[src/rtl/mpt_pkg.sv]
// Shared types for the PLB lookup cache: one entry record plus default sizing.
// Tag and data fields are stored at their maximum width; narrower builds zero-extend.
package mpt_pkg;

   localparam int PLB_DEFAULT_ENTRIES = 4;
   localparam int PLB_MAX_TAG_WIDTH   = 64;
   localparam int PLB_MAX_DATA_WIDTH  = 64;

   typedef struct packed {
      logic                          valid;
      logic [PLB_MAX_TAG_WIDTH-1:0]  tag;
      logic [PLB_MAX_DATA_WIDTH-1:0] data;
   } plb_entry_t;

endpackage

[src/rtl/plb_cache.sv]
// Fully-associative lookup cache with round-robin fill and one-cycle registered response.
// Optional hit/miss counters are built when PLB_STATS_EN is defined.
module plb_cache
   import mpt_pkg::*;
#(
   parameter int PLB_ENTRIES    = PLB_DEFAULT_ENTRIES,
   parameter int PLB_DATA_WIDTH = 64,
   parameter int PLB_ADDR_WIDTH = 64
) (
   input  logic                        clk_i,
   input  logic                        rst_ni,
   input  logic                        plb_slave_mem_req,
   output logic                        plb_slave_mem_gnt,
   output logic                        plb_slave_mem_valid,
   input  logic [PLB_ADDR_WIDTH-1:0]   plb_slave_mem_addr,
   output logic [PLB_DATA_WIDTH-1:0]   plb_slave_mem_rdata,
   input  logic [PLB_DATA_WIDTH-1:0]   plb_slave_mem_wdata,
   input  logic                        plb_slave_mem_we,
   input  logic [PLB_DATA_WIDTH/8-1:0] plb_slave_mem_be,
   output logic                        plb_slave_mem_error,
   input  logic                        fill_valid_i,
   output logic                        fill_ready_o,
   input  logic [PLB_ADDR_WIDTH-1:0]   fill_tag_i,
   input  logic [PLB_DATA_WIDTH-1:0]   fill_data_i,
`ifdef PLB_STATS_EN
   output logic [31:0]                 hit_count_o,
   output logic [31:0]                 miss_count_o,
`endif
   input  logic                        flush_i
);

   localparam int PTR_W = $clog2(PLB_ENTRIES);

   plb_entry_t                    entries_q [PLB_ENTRIES];
   logic [PTR_W-1:0]              ptr_q;
   logic [PLB_ENTRIES-1:0]        lookup_hit;
   logic [PLB_ENTRIES-1:0]        fill_hit;
   logic [PTR_W-1:0]              fill_idx;
   logic [PLB_MAX_DATA_WIDTH-1:0] hit_data;
   logic [PLB_MAX_TAG_WIDTH-1:0]  lookup_tag;
   logic [PLB_MAX_TAG_WIDTH-1:0]  fill_tag;
   logic [PLB_MAX_DATA_WIDTH-1:0] fill_data;
   logic                          fill_fire;
   logic                          lookup_ok;
   logic                          resp_valid_q;
   logic                          resp_error_q;
   logic [PLB_DATA_WIDTH-1:0]     resp_rdata_q;
   logic                          unused_ok;

   // The write side exists only to be rejected; its payload is never stored.
   assign unused_ok = ^{plb_slave_mem_wdata, plb_slave_mem_be};

   assign lookup_tag = PLB_MAX_TAG_WIDTH'(plb_slave_mem_addr);
   assign fill_tag   = PLB_MAX_TAG_WIDTH'(fill_tag_i);
   assign fill_data  = PLB_MAX_DATA_WIDTH'(fill_data_i);

   assign plb_slave_mem_gnt = 1'b1;
   assign fill_ready_o      = !flush_i || !rst_ni;
   // Zero data is the miss encoding, so such a fill is taken but never stored.
   assign fill_fire         = fill_valid_i && fill_ready_o && (fill_data_i != '0);
   assign lookup_ok         = plb_slave_mem_req && !plb_slave_mem_we;

   // NOTE: every always_comb output gets a default first so no latch is inferred.
   always_comb begin
      lookup_hit = '0;
      fill_hit   = '0;
      fill_idx   = '0;
      hit_data   = '0;
      for (int i = 0; i < PLB_ENTRIES; i++) begin
         lookup_hit[i] = entries_q[i].valid && (entries_q[i].tag == lookup_tag);
         fill_hit[i]   = entries_q[i].valid && (entries_q[i].tag == fill_tag);
         if (lookup_hit[i]) hit_data = hit_data | entries_q[i].data;
         if (fill_hit[i])   fill_idx = PTR_W'(i);
      end
   end

   // NOTE: the entry array is small, so it is fully reset and no X can reach a comparator.
   always_ff @(posedge clk_i or negedge rst_ni) begin
      if (!rst_ni) begin
         for (int i = 0; i < PLB_ENTRIES; i++) entries_q[i] <= '0;
         ptr_q <= '0;
      end else if (flush_i) begin
         for (int i = 0; i < PLB_ENTRIES; i++) entries_q[i].valid <= 1'b0;
         ptr_q <= '0;
      end else if (fill_fire) begin
         if (|fill_hit) begin
            entries_q[fill_idx].data <= fill_data;
         end else begin
            entries_q[ptr_q] <= '{valid: 1'b1, tag: fill_tag, data: fill_data};
            ptr_q <= (ptr_q == PTR_W'(PLB_ENTRIES - 1)) ? '0 : ptr_q + PTR_W'(1);
         end
      end
   end

   // NOTE: sequential state uses non-blocking assignments so all flops sample together.
   always_ff @(posedge clk_i or negedge rst_ni) begin
      if (!rst_ni) begin
         resp_valid_q <= 1'b0;
         resp_error_q <= 1'b0;
         resp_rdata_q <= '0;
      end else begin
         resp_valid_q <= plb_slave_mem_req;
         resp_error_q <= plb_slave_mem_req && plb_slave_mem_we;
         resp_rdata_q <= lookup_ok ? hit_data[PLB_DATA_WIDTH-1:0] : '0;
      end
   end

   assign plb_slave_mem_valid = resp_valid_q;
   assign plb_slave_mem_error = resp_error_q;
   assign plb_slave_mem_rdata = resp_rdata_q;

`ifdef PLB_STATS_EN
   logic [31:0] hit_count_q;
   logic [31:0] miss_count_q;

   // Counters move on the accept edge, together with the response they describe.
   always_ff @(posedge clk_i or negedge rst_ni) begin
      if (!rst_ni) begin
         hit_count_q  <= '0;
         miss_count_q <= '0;
      end else if (lookup_ok) begin
         if (|lookup_hit) begin
            if (hit_count_q != '1) hit_count_q <= hit_count_q + 32'd1;
         end else begin
            if (miss_count_q != '1) miss_count_q <= miss_count_q + 32'd1;
         end
      end
   end

   assign hit_count_o  = hit_count_q;
   assign miss_count_o = miss_count_q;
`endif

endmodule

[config.mk]
export PLATFORM = sky130hd
export DESIGN_NAME = plb_cache
export DESIGN_NICKNAME = d
export VERILOG_FILES = /design/src/rtl/mpt_pkg.sv /design/src/rtl/plb_cache.sv
export SDC_FILE = /design/constraint.sdc
export NUM_CORES = 1
export LEC_CHECK = 0
export BUFFER_PORTS_ARGS = -buffer_cell sky130_fd_sc_hd__buf_4
export CAP_MARGIN = 0
export CORE_UTILIZATION = 45
export DETAILED_ROUTE_END_ITERATION = 10
export PLACE_DENSITY = 0.63
export SETUP_SLACK_MARGIN = 0.3
export SYNTH_ARGS = -nofsm -noshare
export SYNTH_HDL_FRONTEND = slang
export SYNTH_SLANG_ARGS = --single-unit
[constraint.sdc]
create_clock -name clk_i -period 2.9 [get_ports clk_i]
set_input_delay 0.145 -clock clk_i [delete_from_list [all_inputs] [get_ports clk_i]]
set_output_delay 0.145 -clock clk_i [all_outputs]
set_load 0.01 [all_outputs]
-- After elaboration in Yosys (flattened, before gate mapping)
Index checks and enable logic that the tools add are counted.
- logic and storage cells: 84
- register bits after elaboration: 584
- reduce and logical (&&, ||, !) cells: 23
- bitwise operators: 6
- muxes and demuxes: 24
- eq/ne operators: 10
- add/subtract/negate cells: 1
- $lt $le $gt $ge: 4
- operators with widths (cell ; number):
    516-bit bitwise mux ; 2
    516-bit 2-to-1 mux ; 2
    129-bit demux with 2-bit select ; 2
    64-bit equality test ; 8
    64-bit 2-to-1 mux ; 6
    64-bit bitwise OR ; 3
    129-bit 2-to-1 mux ; 1
    64-bit nonzero test ; 1
    1-bit logical AND ; 14
    2-bit 2-to-1 mux ; 6
    3-bit greater-or-equal comparator (second input constant) ; 2
    3-bit by 1-bit less-than comparator with 1-bit output (second input constant) ; 2
    2-bit NOT with 3-bit output ; 2
    1-bit 2-to-1 mux ; 5
    2-bit AND reduction ; 2
    4-bit OR reduction ; 1
    1-bit logical NOT ; 3
    2-bit by 1-bit adder with 2-bit output (second input constant) ; 1
    2-bit equality test (second input constant) ; 1
    2-bit != test (second input constant) ; 1
    2-bit nonzero test ; 1
    1-bit logical OR ; 1
    1-bit NOT ; 1

-- Logic depth before layout (Yosys ltp)
Gate-level depths: netlist of run 1.
- word-level depth: 14
- gate-level depth with buffers: 11

-- Worst setup path after synthesis of run 1
OpenSTA, ideal clock, no wires.
- path type: register to register
- start point: register entries_q[454] in the netlist's numbering
- end point: register entries_q[13] in the netlist's numbering
- required time: 2775 ps
- data arrival time: 2551 ps
- slack: 224 ps
- stages on the path, launching flop included: 11
- path buffers: 2
- path through: dfrtp_1 -> nor2b_1 -> a2111oi_0 -> nand4_1 -> nor4b_1 -> and4_1 -> nor3b_1 -> o21bai_1 -> buf_2 -> buf_2 -> mux2_2
- longest elaborated chain between the ends: 4
- ends and longest elaborated chain (what ; line ; RTL):
    from (decl) ; plb_cache.sv:34 ; plb_entry_t entries_q [PLB_ENTRIES];
    from (signal, indexed assignment) ; plb_cache.sv:89 ; entries_q[ptr_q] <= '{valid: 1'b1, tag: fill_tag, data: fill_data};
    64-bit equality test ; plb_cache.sv:71 ; fill_hit[i] = entries_q[i].valid && (entries_q[i].tag == fill_tag);
    1-bit logical AND ; plb_cache.sv:71 ;
    4-bit OR reduction ; plb_cache.sv:86 ; if (|fill_hit) begin
    516-bit 2-to-1 mux ; plb_cache.sv:86 ;
No other way between the ends.
A chain may end at the register's enable or synchronous reset.

-- Worst setup path after layout of run 1
- start point: register entries_q[334] in the netlist's numbering
- end point: register resp_rdata_q[35], in the netlist plb_slave_mem_rdata[35]
- longest elaborated chain between the ends: 8
- ends and longest elaborated chain (what ; line ; RTL):
    64-bit equality test * ; plb_cache.sv:70 ; lookup_hit[i] = entries_q[i].valid && (entries_q[i].tag == lookup_tag);
    1-bit logical AND * ; plb_cache.sv:70 ;
    64-bit 2-to-1 mux * ; plb_cache.sv:72 ; if (lookup_hit[i]) hit_data = hit_data | entries_q[i].data;
    64-bit bitwise OR ; plb_cache.sv:72 ;
    64-bit 2-to-1 mux * ; plb_cache.sv:72 ;
    64-bit bitwise OR ; plb_cache.sv:72 ;
    64-bit 2-to-1 mux * ; plb_cache.sv:72 ;
    64-bit 2-to-1 mux * ; plb_cache.sv:104 ; resp_rdata_q <= lookup_ok ? hit_data[PLB_DATA_WIDTH-1:0] : '0;
    to (signal assigned) ; plb_cache.sv:104 ;
    to (decl) ; plb_cache.sv:47 ; logic [PLB_DATA_WIDTH-1:0] resp_rdata_q;
Mark *: on every way between the ends. The rest lies on a longest branch, timed or not.

==> results of run 1 <==
## worst reg2reg max path, stage by stage, from the launching register on
cell and delay (ps):
sky130_fd_sc_hd__dfrtp_2 450, sky130_fd_sc_hd__xor2_4 190, sky130_fd_sc_hd__nor4_4 380, sky130_fd_sc_hd__buf_4 170
sky130_fd_sc_hd__nand4_1 130, sky130_fd_sc_hd__nor4_4 270, sky130_fd_sc_hd__buf_4 190, sky130_fd_sc_hd__nand4_1 230
sky130_fd_sc_hd__nor4_4 350, sky130_fd_sc_hd__buf_6 160, sky130_fd_sc_hd__buf_12 150, sky130_fd_sc_hd__buf_12 130
sky130_fd_sc_hd__buf_12 110, sky130_fd_sc_hd__a22oi_2 60, sky130_fd_sc_hd__a21oi_2 190
## per-stage QoR
stage | hold WS (ps) | setup TNS [ps] | instance area (um2)
global placement | 188 | -246830 | 35900
floorplan | -151 | 0 | 29700
finish | 34.5 | -145720 | 42300
CTS | 0.306 | -95130 | 41300
global route | 12.2 | -171770 | 42300
detailed placement | 195 | -224360 | 35900
## metal layers
layer / up-vias / track usage [%] / wire length, um
li1: 10000 / - / -
met1: 12800 / 51.6 / 54100
met2: 1250 / 58.1 / 58100
met3: 298 / 8.13 / 11300
met4: 6 / 18.3 / 7500
met5: - / 0 / 69
## worst paths after layout
kind / start / endpoint / slack (ps) / depth (start not counted)
max in group asynchronous: rst_ni / entries_q[155] / 1610 / 3
setup reg to reg: entries_q[334] / plb_slave_mem_rdata[35] / -340 / 14
setup / recovery: entries_q[334] / plb_slave_mem_rdata[35] / -340 / 14
hold / removal: fill_tag_i[19] / entries_q[83] / 30 / 3
min in group asynchronous: rst_ni / entries_q[231] / 120 / 2
hold reg to reg: entries_q[172] / entries_q[172] / 500 / 1
## layout make-up
cell class              count  area, um2
diodes                      2       5.00
clock buffers              95       1970
clock inverters            29        422
fillers                  4763      22500
inverters                  90        338
multi-input cells        1489      14800
flip-flops and latches    584      14600
well taps                 855       1070
repair buffers            930       9110
## cell families after synthesis
kind of cell,Yosys count
flops,584
mux,500
fa+ha+maj,4
compound gates,314
simple gates,265
other cells,1
xor+xnor,404
buf+inv,260
## what timing repair did
action                                  4_1_cts  5_1_grt
buffers inserted                             36        3
pin swaps                                    73       27
endpoints found under the setup margin      582      582
gates cloned                                 20       21
gates resized for setup                     167      142
hold buffers                                132        0
hold endpoints to repair                    494        0
## registers in the layout (all words and copies together) (netlist names)
register,count
entries_q,516
plb_slave_mem_rdata,64
plb_slave_mem_error,1
ptr_q,2
plb_slave_mem_valid,1
## placed cells by master, fill, tap and decap left out, drive strengths merged, types with 38 or more instances in the layout
cell type    count
a21oi           68
a22oi          135
buf            780
clkbuf         112
dfrtp          584
dlygate4sd3    132
inv             96
mux2           482
nand4           86
nor4            78
o22ai           38
xnor2          249
xor2           155
## where the power goes
part | internal [W] | switching, W | leakage, nW
Sequential | 0.0103 | 0.00178 | 7.36
Clock | 0.00552 | 0.00375 | 1.17
Combinational | 0.00535 | 0.00465 | 10.5
Total | 0.0211 | 0.0102 | 19.1
==> impl_summary.txt, run 1 <==
----------------------------------------------------
[Setup path]
  Master of the slowest instance on the critical path ... sky130_fd_sc_hd__dfrtp_2
  Cell breakdown of the critical path ... xor2_4 > nor4_4 > buf_4 > nand4_1 > nor4_4 > buf_4 > nand4_1 > nor4_4 > buf_6 > buf_12 > buf_12 > buf_12 > a22oi_2 > a21oi_2
  CP endpoint kind ... flop
  Data required time of the worst path ... 3440 ps
  Category of the critical setup timing path ... flop to flop
  Maximum fanout encountered on the critical timing path ... 6
  Crit start category ... flop
  Critical path buffers and inverters ... 6
  Top Family by Delay on Critical Path ... simple AND/OR/NAND/NOR gates
  Worst path max stage delay ... 450 ps
  Crit path arrival time ... 3780 ps

[Timing]
  Max frequency ... 308 MHz
  Setup repair after global routing missed its margin ... true
  Final hold violation count ... 0
  Minimum clock period ... 3240 ps
  Number of pins exceeding their max-slew limit in the final report ... 0
  Post-route clock period utilization ... 112%
  Transition time at the pin with the least slew margin ... 937 ps
  Count of final setup violators ... 580
  Worst slew margin ... 37.0%
  Least setup slack across all paths after layout ... -343 ps
  Largest clock skew in the final design ... 22.3 ps

[Synthesis]
  Post-synth EDFFs ... 0
  Synthesized cell area ... 29,700 um2
  Most numerous cell in the Yosys netlist ... sky130_fd_sc_hd__dfrtp_1
  Post-synthesis cell count ... 2,332
  Synthesized-area fraction occupied by and/or/nand/nor cells ... 5.68%
  Number of warning messages in the yosys log ... 0
  Number of distinct standard cells referenced by the synthesized netlist ... 59
  Multiplexer fraction of the synthesized cell area ... 21.1%
  Largest family of logic cells by synthesized area ... multiplexers
  Proportion of register bits with asynchronous set or reset after synthesis ... 100%
  Post-Synthesis Mean Instance Area ... 12.7 um2
  Syn nets ... 2,606
  Top post-synthesis cells by count ... sky130_fd_sc_hd__dfrtp_1 (584), sky130_fd_sc_hd__xnor2_1 (249), sky130_fd_sc_hd__mux2_2 (181)
  Parity-gate share of the synthesized area counting xor and xnor cells ... 11.9%
  Synth area leader ... sky130_fd_sc_hd__dfrtp_1
  Leading post-synthesis cells by cell area ... sky130_fd_sc_hd__dfrtp_1 (49%), sky130_fd_sc_hd__mux2_4 (8.9%), sky130_fd_sc_hd__xnor2_1 (7.4%)
  Adder-Cell Fraction of Synth Area ... 0.169%
  Sequential cell area fraction in the yosys report ... 49.3%
  Compound-cell area share of the yosys netlist ... 7.34%
  Top-area cell type share of the netlist area ... 49.3%
  Register bit total from synthesis ... 584
  Post-synth top flop ... sky130_fd_sc_hd__dfrtp_1

[Clocking]
  Clock transition at path regs ... 60 ps
  Inserted Clock Buffers ... 69
  Clock sink total ... 584
  Clock network latency to the later pin of the worst-skew pair ... 630 ps
  Clock Path Buffers ... 3
  H-Tree Level Count ... 3
  Root buffer cell ... sky130_fd_sc_hd__clkbuf_16
  TritonCTS clock tree ... yes

[Power]
  Overall Power ... 0.0313 W
  Max IR drop VDD ... 0.560 mV
  Standby leakage power ... 19.1 nW
  Power density cells ... 740 nW/um2

[Global routing]
  Vias in the first global route ... 25,000
  Pin count of the biggest net entering global routing ... 117
  Initial antenna violation count ... 6
  First-pass GRT wire length ... 182,000 um
  Overflow after GRT ... 0
  All-Layer GR Usage ... 38.1%

[Routing]
  DRC violation count after routing ... 0
  Detailed-route vias per instance ... 5.98
  Number of vias in the routed layout ... 24,400
  Post-Route WL ... 131,000 um
  Post-DRT Antenna Nets ... 0
  First-iteration detailed-routing DRC count ... 2,434
  Routed length per placed instance ... 32.2 um
  Number of optimization iterations in the first detailed-route pass ... 6

[Finish]
  Layout cell share with drive strength beyond 1 ... 46.5%
  Nets ... 3,438
  Number of cells in the finished layout apart from fillers ... 4,074
  Core Util, Final ... 65.3%
  Area growth from synthesis to final layout ... 42.8%

[Placed design]
  Minimum setup slack after placement ... -593 ps
  Port-buffer cells ... 264
  HPWL after detailed placement ... 90,900 um
  Placer Congestion ... 1.07
  # placed instances ... 3,736

[Die]
  I/O Pins ... 338
  Die Area ... 66,900 um2
  Height of the chip ... 259 um
  Initial Utilization ... 45.7%
  Number of standard-cell rows in the floorplan ... 93
  Die width ... 259 um
  CORE AREA ... 64,800 um2

[Worst hold path]
  Worst min path class ... input pin to flop

[Run status]
  Violated checks ... setup timing
  Outcome ... complete, but fails checks

[Run]
  Maxcap violations ... 0

----------------------------------------------------
Power figures use the tool's default switching activity.
==> run 2: changes to the inputs <==
--- a/config.mk
+++ b/config.mk
@@ -5,11 +5,11 @@
 export SDC_FILE = /design/constraint.sdc
 export NUM_CORES = 1
 export LEC_CHECK = 0
-export BUFFER_PORTS_ARGS = -buffer_cell sky130_fd_sc_hd__buf_4
 export CAP_MARGIN = 0
 export CORE_UTILIZATION = 45
 export DETAILED_ROUTE_END_ITERATION = 10
-export PLACE_DENSITY = 0.63
+export DONT_BUFFER_PORTS = 1
+export PLACE_DENSITY = 0.59
 export SETUP_SLACK_MARGIN = 0.3
 export SYNTH_ARGS = -nofsm -noshare
 export SYNTH_HDL_FRONTEND = slang
==> constraint.sdc (replaced) <==
create_clock -name clk_i -period 3.85 [get_ports clk_i]
set_input_delay 0.1925 -clock clk_i [delete_from_list [all_inputs] [get_ports clk_i]]
set_output_delay 0.1925 -clock clk_i [all_outputs]
set_load 0.01 [all_outputs]
==> run 2 against run 1 <==
Compared with the run above:
- the flow finishes with violations (hold timing, slew limit)
- routed wire length decreased by 11%
- register-to-register slack improved by 720 ps
- cell count decreased by 17%
- global-route usage decreased by 3.1 points
- largest power group unchanged
- highest routed layer unchanged
==> impl_summary.txt, run 2 (synthesis results as in run 1) <==
----------------------------------------------------
[Setup path]
  CP endpoint kind ... flop
  Endpoint of the worst-slack reg-to-reg timing path ... ptr_q[0]
  Category of the critical setup timing path ... input pin to flop
  Crit start category ... input pin
  Reg2Reg Depth ... 12 (-2)
  Maximum fanout encountered on the critical timing path ... 12 (+6)
  Startpoint of the most critical register-to-register path ... entries_q[83]
  Data required time of the worst path ... 4340 ps (+900 ps)
  Crit path arrival time ... 3980 ps (+200 ps)
  Setup slack on the worst flop-to-flop path ... 380 ps (+720 ps)

[Power]
  Standby leakage power ... 14.6 nW (-23%)
  Power density cells ... 599 nW/um2 (-19%)
  Part of the total power dissipated in combinational logic ... 23.9% (-8.0 points)
  Overall Power ... 0.0207 W (-34%)
  Share of total power in sequential cells ... 44.9% (+6.4 points)
  Switching share of power ... 31.8% (-0.77 points)
  Design internal power ... 0.0141 W (-33%)
  Max IR drop VDD ... 0.445 mV (-21%)
  Clk pwr share ... 31.2% (+1.6 points)
  Sw power ... 0.00656 W (-36%)

[Die]
  Height of the chip ... 259 um (unchanged)
  Die Area ... 66,900 um2 (unchanged)
  Die width ... 259 um (unchanged)
  Initial Utilization ... 45.7% (unchanged)
  Number of standard-cell rows in the floorplan ... 93 (unchanged)
  I/O Pins ... 338 (unchanged)
  CORE AREA ... 64,800 um2 (unchanged)

[Routing]
  Routed length per placed instance ... 34.7 um (+7.7%)
  Number of optimization iterations in the first detailed-route pass ... 5 (-1)
  Detailed-route vias per instance ... 6.17 (+3.1%)
  Post-DRT Antenna Nets ... 0 (unchanged)
  First-iteration detailed-routing DRC count ... 2,171 (-11%)
  Number of vias in the routed layout ... 20,800 (-15%)
  Post-Route WL ... 117,000 um (-11%)
  DRC violation count after routing ... 0 (unchanged)

[Placed design]
  HPWL after detailed placement ... 80,100 um (-12%)
  Port-buffer cells ... 0 (-100%)
  Minimum setup slack after placement ... 474 ps (+1070 ps)
  Placer Congestion ... 1.04 (-3.5%)

[Finish]
  Nets ... 2,733 (-21%)
  Most flops, register ... entries_q
  Commonest non-fill, non-tap cell in the layout ... sky130_fd_sc_hd__dfrtp_1
  Area growth from synthesis to final layout ... 16.3%
  Core Util, Final ... 53.2% (-12 points)
  Commonest cells after routing, fill and taps aside ... sky130_fd_sc_hd__dfrtp_1 (584), sky130_fd_sc_hd__xnor2_1 (247), sky130_fd_sc_hd__mux2_2 (181), sky130_fd_sc_hd__mux2_4 (176), sky130_fd_sc_hd__xor2_1 (155)
  Layout cell share with drive strength beyond 1 ... 23.0% (-23 points)
  Flip-flop count of the largest register after layout ... 516 (unchanged)

[Timing]
  Final-layout setup total negative slack ... 0 ps (+145,720 ps)
  Setup repair after global routing missed its margin ... false
  Least setup slack across all paths after layout ... 363 ps (+706 ps)
  Count of final setup violators ... 0 (-100%)
  Final hold violation count ... 584 (+584)
  Post-route clock period utilization ... 90.6%
  Smallest hold slack ... -712 ps (-747 ps)
  Worst slew margin ... -77.8% (-110 points)
  Minimum clock period ... 3490 ps
  Largest clock skew in the final design ... 27.1 ps (+4.74 ps)
  Max frequency ... 287 MHz
  Transition time at the pin with the least slew margin ... 2670 ps (+1730 ps)
  Number of pins exceeding their max-slew limit in the final report ... 392 (+392)

[Global routing]
  Initial antenna violation count ... 9 (+3)
  Pin count of the biggest net entering global routing ... 586 (+400%)
  First-pass GRT wire length ... 164,000 um (-9.5%)
  Overflow after GRT ... 0 (unchanged)
  All-Layer GR Usage ... 35.0% (-3.1 points)
  Vias in the first global route ... 21,500 (-14%)

[Run status]
  Outcome ... complete, but fails checks
  Violated checks ... hold timing, slew limit

[Clocking]
  H-Tree Level Count ... 3 (unchanged)
  Inserted Clock Buffers ... 67 (-2.9%)
  Clock network latency to the later pin of the worst-skew pair ... 630 ps (about the same)
  Clock Path Buffers ... 3 (unchanged)
  CTS hold repair buffers ... 133 (+0.76%)
  Clock transition at path regs ... 60 ps (about the same)
  Clock sink total ... 584 (unchanged)
  Root buffer cell ... sky130_fd_sc_hd__clkbuf_16
  TritonCTS clock tree ... yes

[Worst hold path]
  Worst min path class ... input pin to async pin

[Run]
  Maxcap violations ... 0 (unchanged)

----------------------------------------------------
==> run 2: cell types whose count changed in the layout (fill, tap and decap cells not counted), sizes merged, moves of 3 or more <==
cell | before | now
clkbuf | 112 | 91
bufinv | 8 | 4
buf | 780 | 95
diode | 2 | 5
inv | 96 | 93
==> run 2: worst max-delay path, cell delays in order <==
cell and delay [ps]:
sky130_fd_sc_hd__dlygate4sd3_1 800, sky130_fd_sc_hd__inv_1 290, sky130_fd_sc_hd__a2111oi_0 540, sky130_fd_sc_hd__nand4_1 170, sky130_fd_sc_hd__nor4b_1 370, sky130_fd_sc_hd__buf_4 210
sky130_fd_sc_hd__and4_1 390, sky130_fd_sc_hd__nor3b_1 140, sky130_fd_sc_hd__o21bai_4 150, sky130_fd_sc_hd__buf_12 190, sky130_fd_sc_hd__buf_12 170, sky130_fd_sc_hd__mux2_2 330
==> run 2: power groups by stage <==
stage / clock network [W] / logic, W / registers (W)
after detailed placement: 0 / 0.00459 / 0.00930
after floorplan: 0 / 0.00335 / 0.00880
after global placement: 0 / 0.00453 / 0.00921
final: 0.00645 / 0.00494 / 0.00927
after global routing: 0.00679 / 0.00514 / 0.00944
after CTS: 0.00656 / 0.00483 / 0.00921
==> run 2: worst max path at each step <==
| stage | to | depth (start not counted) | from |
|---|---|---|---|
| 2_1_floorplan | entries_q[13] | 10 | entries_q[454] |
| 3_3_place_gp | entries_q[500] | 11 | entries_q[72] |
| 3_5_place_dp | entries_q[487] | 11 | entries_q[72] |
| 4_1_cts | ptr_q[0] | 12 | entries_q[72] |
| 5_1_grt | entries_q[133] | 12 | fill_tag_i[47] |
| 6_report | entries_q[5] | 12 | fill_tag_i[47] |
==> run 2: layout make-up <==
class                           count  area, um2
Clock inverter                     24        314
Timing Repair Buffer              228       2430
Multi-Input combinational cell   1488      13800
Inverter                           90        338
Clock buffer                       91       1890
Tap cell                          855       1070
Fill cell                        5462      30300
Sequential cell                   584      14600
Antenna cell                        5       12.5
==> run 2: metrics by stage <==
stage               cell area [um2]  std cells
finish                        34500       3365
detailed placement            30900       3112
floorplan                     29700       2332
global placement              30900       3112
global route                  34500       3360
CTS                           34400       3360
==> run 2: repair_timing <==
action | 4_1_cts | 5_1_grt
gates resized for setup | 0 | 3
endpoints found under the setup margin | 0 | 3
buffers inserted | 0 | 0
hold endpoints to repair | 1100 | 584
==> run 2: metal layers <==
metal	track usage (%)	vias to the layer above	share of wire, %
met5	0	-	0.0094
met4	17.2	2	5.2
met3	9.27	253	8.9
met2	51.7	1026	44
met1	47.4	10900	42
li1	-	8587	-
==> run 3: changes to the inputs <==
--- a/config.mk
+++ b/config.mk
@@ -10,6 +10,7 @@
 export DETAILED_ROUTE_END_ITERATION = 10
 export DONT_BUFFER_PORTS = 1
 export PLACE_DENSITY = 0.59
+export REMOVE_ABC_BUFFERS = 1
 export SETUP_SLACK_MARGIN = 0.3
 export SYNTH_ARGS = -nofsm -noshare
 export SYNTH_HDL_FRONTEND = slang
==> run 3 against run 2 <==
Compared with the run above:
- the run still ends with hold timing, slew limit left
- via count up 0.47%
- worst setup slack got worse by 11 ps
- power is 1.1% higher
- cell count barely moved
- highest routed layer unchanged
==> impl_summary.txt, run 3 (synthesis results as in run 1) <==
----------------------------------------------------
[Power]
  Power density cells ... 603 nW/um2 (+0.65%)
  Max IR drop VDD ... 0.414 mV (-6.9%)
  Standby leakage power ... 14.7 nW (+0.40%)

[Clocking]
  Clock Path Buffers ... 3 (unchanged)
  CTS hold repair buffers ... 133 (unchanged)
  Clock network latency to the later pin of the worst-skew pair ... 630 ps (about the same)
  H-Tree Level Count ... 3 (unchanged)
  Inserted Clock Buffers ... 69 (+3.0%)
  Root buffer cell ... sky130_fd_sc_hd__clkbuf_16
  TritonCTS clock tree ... yes
  Clock sink total ... 584 (unchanged)
  Clock transition at path regs ... 60 ps (about the same)

[Routing]
  Number of vias in the routed layout ... 20,900 (+0.47%)
  DRC violation count after routing ... 0 (unchanged)
  Post-Route WL ... 116,000 um (-0.82%)
  Routed length per placed instance ... 34.4 um (-0.79%)
  Post-DRT Antenna Nets ... 0 (unchanged)
  Detailed-route vias per instance ... 6.20 (+0.50%)
  Number of optimization iterations in the first detailed-route pass ... 6 (+1)
  First-iteration detailed-routing DRC count ... 2,153 (-0.83%)

[Worst hold path]
  Worst min path class ... input pin to async pin

[Timing]
  Largest clock skew in the final design ... 29.1 ps (+2.08 ps)
  Final-layout setup total negative slack ... 0 ps (unchanged)
  Post-route clock period utilization ... 90.9% (+0.30 points)
  Worst slew margin ... -162% (-84 points)
  Max frequency ... 286 MHz (-0.33%)
  Smallest hold slack ... -720 ps (-7.60 ps)
  Count of final setup violators ... 0 (unchanged)
  Minimum clock period ... 3500 ps (+11.4 ps)
  Final hold violation count ... 221 (-62%)
  Setup repair after global routing missed its margin ... false
  Number of pins exceeding their max-slew limit in the final report ... 519 (+32%)
  Transition time at the pin with the least slew margin ... 3930 ps (+1260 ps)

[Die]
  CORE AREA ... 64,800 um2 (unchanged)
  Height of the chip ... 259 um (unchanged)
  I/O Pins ... 338 (unchanged)
  Initial Utilization ... 45.7% (unchanged)
  Die width ... 259 um (unchanged)
  Number of standard-cell rows in the floorplan ... 93 (unchanged)
  Die Area ... 66,900 um2 (unchanged)

[Finish]
  Fin area ... 34,600 um2 (+0.49%)
  Nets ... 2,728 (-0.18%)
  Layout cell share with drive strength beyond 1 ... 23.2% (+0.18 points)
  Most flops, register ... entries_q
  Flip-flop count of the largest register after layout ... 516 (unchanged)
  Commonest cells after routing, fill and taps aside ... sky130_fd_sc_hd__dfrtp_1 (584), sky130_fd_sc_hd__xnor2_1 (249), sky130_fd_sc_hd__mux2_2 (181), sky130_fd_sc_hd__mux2_4 (176), sky130_fd_sc_hd__xor2_1 (155)
  Commonest non-fill, non-tap cell in the layout ... sky130_fd_sc_hd__dfrtp_1
  Area growth from synthesis to final layout ... 16.8%

[Setup path]
  Crit start category ... input pin
  Data required time of the worst path ... 4350 ps (about the same)
  Crit path arrival time ... 4000 ps (+20 ps)
  Maximum fanout encountered on the critical timing path ... 5 (-7)
  Category of the critical setup timing path ... input pin to flop
  CP endpoint kind ... flop
  Startpoint of the most critical register-to-register path ... entries_q[68]
  Worst setup path start ... fill_tag_i[15]
  Reg2Reg Depth ... 11 (-1)

[Global routing]
  Vias in the first global route ... 21,500 (-0.14%)
  Pin count of the biggest net entering global routing ... 586 (unchanged)
  All-Layer GR Usage ... 34.6% (-0.32 points)
  Most used routing layer ... met2
  Met2 Track Usage GR ... 51.8% (+0.089 points)
  Overflow after GRT ... 0 (unchanged)
  Met3 global-route usage ... 9.95% (+0.67 points)
  Initial antenna violation count ... 2 (-7)
  First-pass GRT wire length ... 164,000 um (-0.30%)
  Fraction of met1 tracks used by global routing ... 46.0% (-1.4 points)

[Placed design]
  Placer Congestion ... 1.02 (-1.8%)
  HPWL after detailed placement ... 78,000 um (-2.6%)
  DP Area ... 30,900 um2 (about the same)
  Port-buffer cells ... 0 (unchanged)

[Run status]
  Violated checks ... hold timing, slew limit
  Outcome ... complete, but fails checks

[Run]
  Maxcap violations ... 0 (unchanged)

----------------------------------------------------
## run 3: area by class of cell
class / instances / area (um2)
fillers: 5467 / 30200
clock buffers: 94 / 1980
clock inverters: 30 / 422
inverters: 90 / 338
multi-input cells: 1488 / 13800
well taps: 855 / 1070
flip-flops and latches: 584 / 14600
repair buffers: 221 / 2420
diodes: 2 / 5.00
## run 3: path summary, 6_finish.rpt
kind / endpoint / slack (ps)
max: ptr_q[0] / 350
min: entries_q[481] / -720
max reg2reg: ptr_q[0] / 420
min reg2reg: entries_q[419] / 480
max in group asynchronous: entries_q[228] / 1500
min in group clk_i: plb_slave_mem_valid / 160
## run 3: power breakdown
| part | internal, W | switching [W] | total, W | leakage, nW |
|---|---|---|---|---|
| registers | 0.00773 | 0.00149 | 0.00922 | 7.36 |
| clock network | 0.00401 | 0.00288 | 0.00689 | 1.16 |
| logic | 0.00260 | 0.00218 | 0.00478 | 6.14 |
## run 3: routing by layer
metal | vias up | wire (um)
li1 | 8572 | -
met1 | 11000 | 46900
met2 | 986 | 51300
met3 | 256 | 11100
met4 | 2 | 6390
met5 | - | 13
## run 3: stage by stage
| stage | instances | utilization, % | power [W] | hold WS [ps] | worst slack [ps] |
|---|---|---|---|---|---|
| 2_1_floorplan | 2162 | - | 0.0120 | -103 | -1420 |
| 3_3_place_gp | 3103 | 47.6 | 0.0136 | -86.8 | 480 |
| 3_5_place_dp | 3103 | 47.6 | 0.0137 | -83.6 | 418 |
| 4_1_cts | 3360 | 53.4 | 0.0209 | -746 | 388 |
| 5_1_grt | 3362 | 53.4 | 0.0216 | -743 | 299 |
| 6_report | 3364 | 53.4 | 0.0209 | -720 | 351 |
## run 3: critical path, cell delays in order
cell	delay (ps)
sky130_fd_sc_hd__dlygate4sd3_1	820
sky130_fd_sc_hd__inv_1	230
sky130_fd_sc_hd__a221oi_2	300
sky130_fd_sc_hd__buf_4	180
sky130_fd_sc_hd__nand4_1	250
sky130_fd_sc_hd__or4_4	540
sky130_fd_sc_hd__nor4_4	280
sky130_fd_sc_hd__buf_4	190
sky130_fd_sc_hd__buf_4	140
sky130_fd_sc_hd__nor4_1	70
sky130_fd_sc_hd__xnor2_1	170
sky130_fd_sc_hd__nor2_1	50
sky130_fd_sc_hd__dlygate4sd3_1	560
## run 3: what timing repair did
action	in CTS	in global routing
endpoints found under the hold margin	1104	584
setup buffers	0	2
setup endpoints to repair	0	203
resized for setup	0	2
